## src/rtl/spike_event_monitor.sv

```systemverilog
// Turns the neuron's level spike into timestamped single-cycle events buffered in a
// first-word-fall-through FIFO, and measures spike rate over a fixed window.
module spike_event_monitor #(
  parameter int TS_W       = 8,
  parameter int DEPTH      = 4,
  parameter int WIN_CYCLES = 256,
  parameter int CNT_W      = 8
) (
  input  logic                       clk,
  input  logic                       reset_n,
  input  logic                       en,
  input  logic                       spike_in,
  input  logic                       clr_ovf,
  input  logic                       evt_ready,
  output logic                       evt_valid,
  output logic [TS_W-1:0]            evt_ts,
  output logic [$clog2(DEPTH):0]     fifo_level,
  output logic                       overflow,
  output logic [CNT_W-1:0]           rate_out,
  output logic                       rate_valid
);

  localparam int AW = $clog2(DEPTH);
  localparam int LW = AW + 1;
  localparam int WW = (WIN_CYCLES > 1) ? $clog2(WIN_CYCLES) : 1;

  logic                   spike_q, spike_d;
  logic [TS_W-1:0]        ts_q, ts_d;
  logic [TS_W-1:0]        mem_q [DEPTH];
  logic [TS_W-1:0]        mem_d [DEPTH];
  logic [AW-1:0]          wr_ptr_q, wr_ptr_d;
  logic [AW-1:0]          rd_ptr_q, rd_ptr_d;
  logic [LW-1:0]          level_q, level_d;
  logic                   overflow_q, overflow_d;
  logic [WW-1:0]          win_cnt_q, win_cnt_d;
  logic [CNT_W-1:0]       spk_cnt_q, spk_cnt_d;
  logic [CNT_W-1:0]       rate_q, rate_d;
  logic                   rate_valid_q, rate_valid_d;

  logic                   evt;
  logic                   empty;
  logic                   full;
  logic                   pop;
  logic                   push;
  logic                   drop;
  logic                   win_last;
  logic [CNT_W-1:0]       spk_sum;

  always_comb begin
    evt      = en & spike_in & ~spike_q;
    empty    = (level_q == '0);
    full     = (level_q == LW'(DEPTH));
    pop      = evt_ready & ~empty;
    // A full FIFO can still accept a push when the head leaves in the same cycle
    push     = evt & (~full | pop);
    drop     = evt & full & ~pop;
    win_last = (win_cnt_q == WW'(WIN_CYCLES - 1));
    spk_sum  = (evt && (spk_cnt_q != '1)) ? spk_cnt_q + CNT_W'(1) : spk_cnt_q;
  end

  always_comb begin
    spike_d      = spike_in;
    ts_d         = ts_q;
    mem_d        = mem_q;
    wr_ptr_d     = wr_ptr_q;
    rd_ptr_d     = rd_ptr_q;
    level_d      = level_q;
    overflow_d   = overflow_q;
    win_cnt_d    = win_cnt_q;
    spk_cnt_d    = spk_cnt_q;
    rate_d       = rate_q;
    rate_valid_d = 1'b0;

    if (push) begin
      mem_d[wr_ptr_q] = ts_q;
      wr_ptr_d        = wr_ptr_q + AW'(1);
    end
    if (pop) begin
      rd_ptr_d = rd_ptr_q + AW'(1);
    end
    if (push && !pop) begin
      level_d = level_q + LW'(1);
    end else if (pop && !push) begin
      level_d = level_q - LW'(1);
    end

    if (drop) begin
      overflow_d = 1'b1;
    end else if (clr_ovf) begin
      overflow_d = 1'b0;
    end

    if (en) begin
      ts_d = ts_q + TS_W'(1);
      if (win_last) begin
        win_cnt_d    = '0;
        rate_d       = spk_sum;
        rate_valid_d = 1'b1;
        spk_cnt_d    = '0;
      end else begin
        win_cnt_d = win_cnt_q + WW'(1);
        spk_cnt_d = spk_sum;
      end
    end
  end

  always_ff @(posedge clk) begin
    if (!reset_n) begin
      spike_q      <= 1'b0;
      ts_q         <= '0;
      mem_q        <= '{default: '0};
      wr_ptr_q     <= '0;
      rd_ptr_q     <= '0;
      level_q      <= '0;
      overflow_q   <= 1'b0;
      win_cnt_q    <= '0;
      spk_cnt_q    <= '0;
      rate_q       <= '0;
      rate_valid_q <= 1'b0;
    end else begin
      spike_q      <= spike_d;
      ts_q         <= ts_d;
      mem_q        <= mem_d;
      wr_ptr_q     <= wr_ptr_d;
      rd_ptr_q     <= rd_ptr_d;
      level_q      <= level_d;
      overflow_q   <= overflow_d;
      win_cnt_q    <= win_cnt_d;
      spk_cnt_q    <= spk_cnt_d;
      rate_q       <= rate_d;
      rate_valid_q <= rate_valid_d;
    end
  end

  assign evt_valid  = ~empty;
  assign evt_ts     = empty ? '0 : mem_q[rd_ptr_q];
  assign fifo_level = level_q;
  assign overflow   = overflow_q;
  assign rate_out   = rate_q;
  assign rate_valid = rate_valid_q;

endmodule

```

## config.mk

```make
export PLATFORM = sky130hd
export DESIGN_NAME = spike_event_monitor
export DESIGN_NICKNAME = d
export VERILOG_FILES = /design/src/rtl/spike_event_monitor.sv
export SDC_FILE = /design/constraint.sdc
export NUM_CORES = 1
export LEC_CHECK = 0
export CAP_MARGIN = 15
export CORE_ASPECT_RATIO = 0.5
export CORE_MARGIN = 4
export CORE_UTILIZATION = 54
export CTS_BUF_LIST = sky130_fd_sc_hd__clkbuf_4 sky130_fd_sc_hd__clkbuf_8
export DETAILED_ROUTE_END_ITERATION = 8
export MAX_ROUTING_LAYER = met4
export PLACE_DENSITY = 0.75
export SYNTH_ARGS = -nofsm -noshare
export SYNTH_HDL_FRONTEND = slang
export SYNTH_SLANG_ARGS = --single-unit
```

## constraint.sdc

```tcl
create_clock -name clk -period 2.3 [get_ports clk]
set_clock_uncertainty 0.1 [all_clocks]
set_input_delay 0.345 -clock clk [delete_from_list [all_inputs] [get_ports clk]]
set_output_delay 0.345 -clock clk [all_outputs]
set_load 0.01 [all_outputs]
```

==> results.yml <==
outcome:
  status: "finished clean"
sta:
  final.period_utilization_pct: 95.9
  slew_violations: 0
  fin_crit_ns: 2.20
  slew-limit-headroom_pct: 72.3
  max_clock_freq_ghz: 0.454
  tightestPinTransition_ns: 0.410
  timing.final.setup_violations: 0
  setup_ws_ns: 0.0954
  final_hold_fails: 0
  rsz_0062_raised_after_global_routing: "false"
logic_synthesis:
  synthCells: 356
  yosys_warnings: 0
  synth.cells.most_frequent: "dfxtp_1, nor2_1, mux2i_1"
  synth.ff_latch_count: 74
  multiplexer_share_of_the_synthesized_area_pct: 14.6
  yosys.area_share.simple_pct: 22.6
  synth_fa_ha_area_share_pct: 3.49
  synth.most_common_cell: "dfxtp_1"
  top_cell_type_by_total_area_after_synthesis: "dfxtp_1"
  synth_top_family_by_area: "simple AND/OR/NAND/NOR gates"
  synth-seq-area-share_pct: 43.1
  synthesis.area_per_instance_um2: 9.66
  yosys-top-cells-area: "dfxtp_1, mux2i_1, nor2_1"
  number_of_nets_produced_by_synthesis: 371
  synth-xor-area-share_pct: 4.55
  synthArstFlopShare_pct: 0
  synth_largest_type_area_fraction_pct: 43.1
  synth_cell_type_count: 51
  synth-compound-area-share_pct: 7.82
  main_flop_type_after_synthesis: "dfxtp_1"
  synth.cell_area_mm2: 0.00344
  synth_edf_count: 0
final_layout:
  layout_nets: 407
  fillCellCount: 476
  post_layout_nonfiller_instances: 485
  drive_gt1_share_pct: 15.4
  layout-area-overhead-vs-synth_pct: 20.4
  num_antenna_cells: 0
placement:
  dp_hpwl_um: 5170
  place.detailed.instances: 469
  detailedPlace.worstSlack_ns: -0.259
  gpl.final_weighted_congestion: 0.929
  buffer_ports.inserted: 27
pwr:
  power_density_mw_per_mm2: 778
  total_power_mw: 3.22
  leakagePower_nw: 1.75
  ir_drop_mv: 0.573
global_routing:
  grt_max_degree: 30
  initial_antenna_violation_count: 0
  globalRouteTotalUtil_pct: 20.9
  grt_pass1_vias: 2647
  grt-ovfl-total: 0
  global_route_wire_length_before_repair_um: 12500
route:
  drc_errors: 0
  drtIter0Drc: 123
  drt_pass_1_iters: 4
  antenna_violation_net_count_after_detailed_routing: 0
  vias_per_cell: 5.61
  via_count: 2719
  routed_wirelength_um: 7360
  drt-wirelength-per-cell_um: 15.2
floorplanning:
  die_h_um: 64.4
  design.portCount: 28
  floorplan.initialDensity_pct: 56.1
  std_cell_rows: 20
  core_mm2: 0.00613
  dieArea_mm2: 0.00779
  dieWidth_um: 121
setup_path:
  crit_path_start_kind: "flip-flop"
  cp_data_required_time_ns: 1.86
  crit_type: "flip-flop to primary output"
  path_max_fanout: 5
  critical_path_arrival_ns: 1.76
  critPathCaptureType: "primary output"
hold_path:
  hold_path.class: "flip-flop to flip-flop"
clocking:
  cts.path.max_buffers: 2
  clock_latency_ns: 0.35
  cts_htree_levels: 3
  numCtsBuffers: 9
  cts_hold_buffers: 0
  clock-sinks: 74
  clk_pin_slew_worst_paths_ns: 0.08
  tritoncts: "built"
  clock_tree_root: "clkbuf_8"
  postCtsSetupBuffers: 0
run:
  max_cap_violations: 0
[final timing paths]
path                       from            end  slack (ns)  cells past startpoint
hold reg to reg       mem_q[15]      mem_q[15]        0.36                      2
hold / removal        mem_q[15]      mem_q[15]        0.36                      2
setup / recovery    rd_ptr_q[1]      evt_ts[2]         0.1                      4
setup reg to reg  fifo_level[2]  fifo_level[2]        0.11                      8
[cells in the final DEF (no fill, tap or decap), drive strengths merged, types with 6 or more instances in the layout]
master,count
clkbuf,12
ha,8
a21oi,17
mux4,8
dfxtp,74
xor2,13
mux2i,32
nand2,21
nor2,50
and2,10
nand4,10
buf,20
o21ai,12
inv,6
clkdlybuf4s50,18
and3,6
dlygate4sd2,8
nand3,20
[sequential cells by signal (all words and copies together) (netlist names)]
signal,flops
rate_out,8
wr_ptr_q,2
mem_q,32
overflow,1
spk_cnt_q,8
win_cnt_q,8
rd_ptr_q,2
fifo_level,3
spike_q,1
rate_valid,1
ts_q,8
[logic make-up after synthesis]
group,after synthesis
muxes,40
and+or+nand+nor,143
buffers and inverters,29
xor gates and xnor gates,17
adders and majority gates,9
DFF,74
AOI/OAI and AO/OA,44
[cell type report]
cell class / instances / area [um^2] / share of cell area (%)
Inverter: 7 / 26.3 / 0.634
Timing Repair Buffer: 47 / 420 / 10.2
Clock buffer: 12 / 159 / 3.84
Tap cell: 88 / 110 / 2.66
Sequential cell: 74 / 1490 / 35.9
Clock inverter: 4 / 97.6 / 2.36
Multi-Input combinational cell: 253 / 1840 / 44.4
[metrics by stage]
stage	instance area [um^2]	utilization (%)	hold slack (ns)	TNS, ns
after detailed placement	3880	63.3	0.350	-0.476
after global placement	3880	63.3	0.341	-0.378
after floorplan	3460	-	0.333	-0.0106
after CTS	4130	67.4	0.360	0
after global routing	4140	67.6	0.390	0
final	4140	67.6	0.361	0
[where the power goes]
group | leakage, nW | internal [mW] | switching, mW
clock network | 0.126 | 0.792 | 0.467
registers | 0.600 | 1.33 | 0.0583
logic | 1.02 | 0.288 | 0.284
[critical path, cell delays in order, from the launching register on]
cell           delay, ns
dfxtp_2             0.34
buf_6               0.14
mux4_2              0.49
and2_1              0.16
dlygate4sd2_1       0.27
[metal layers]
layer  GRT usage (%)  wire length, um  vias to the layer above
li1                -                -                     1325
met1            23.4             3260                     1328
met2            36.8             3650                       59
met3            6.71              395                        7
met4            4.66               59                        0
met5               -                0                        -
[timing repair]
action | CTS | global route
gates resized for setup | 9 | 4
pin swaps | 0 | 0
endpoints found under the setup margin | 8 | 4
Note: power is estimated with default switching activity, not from simulation.
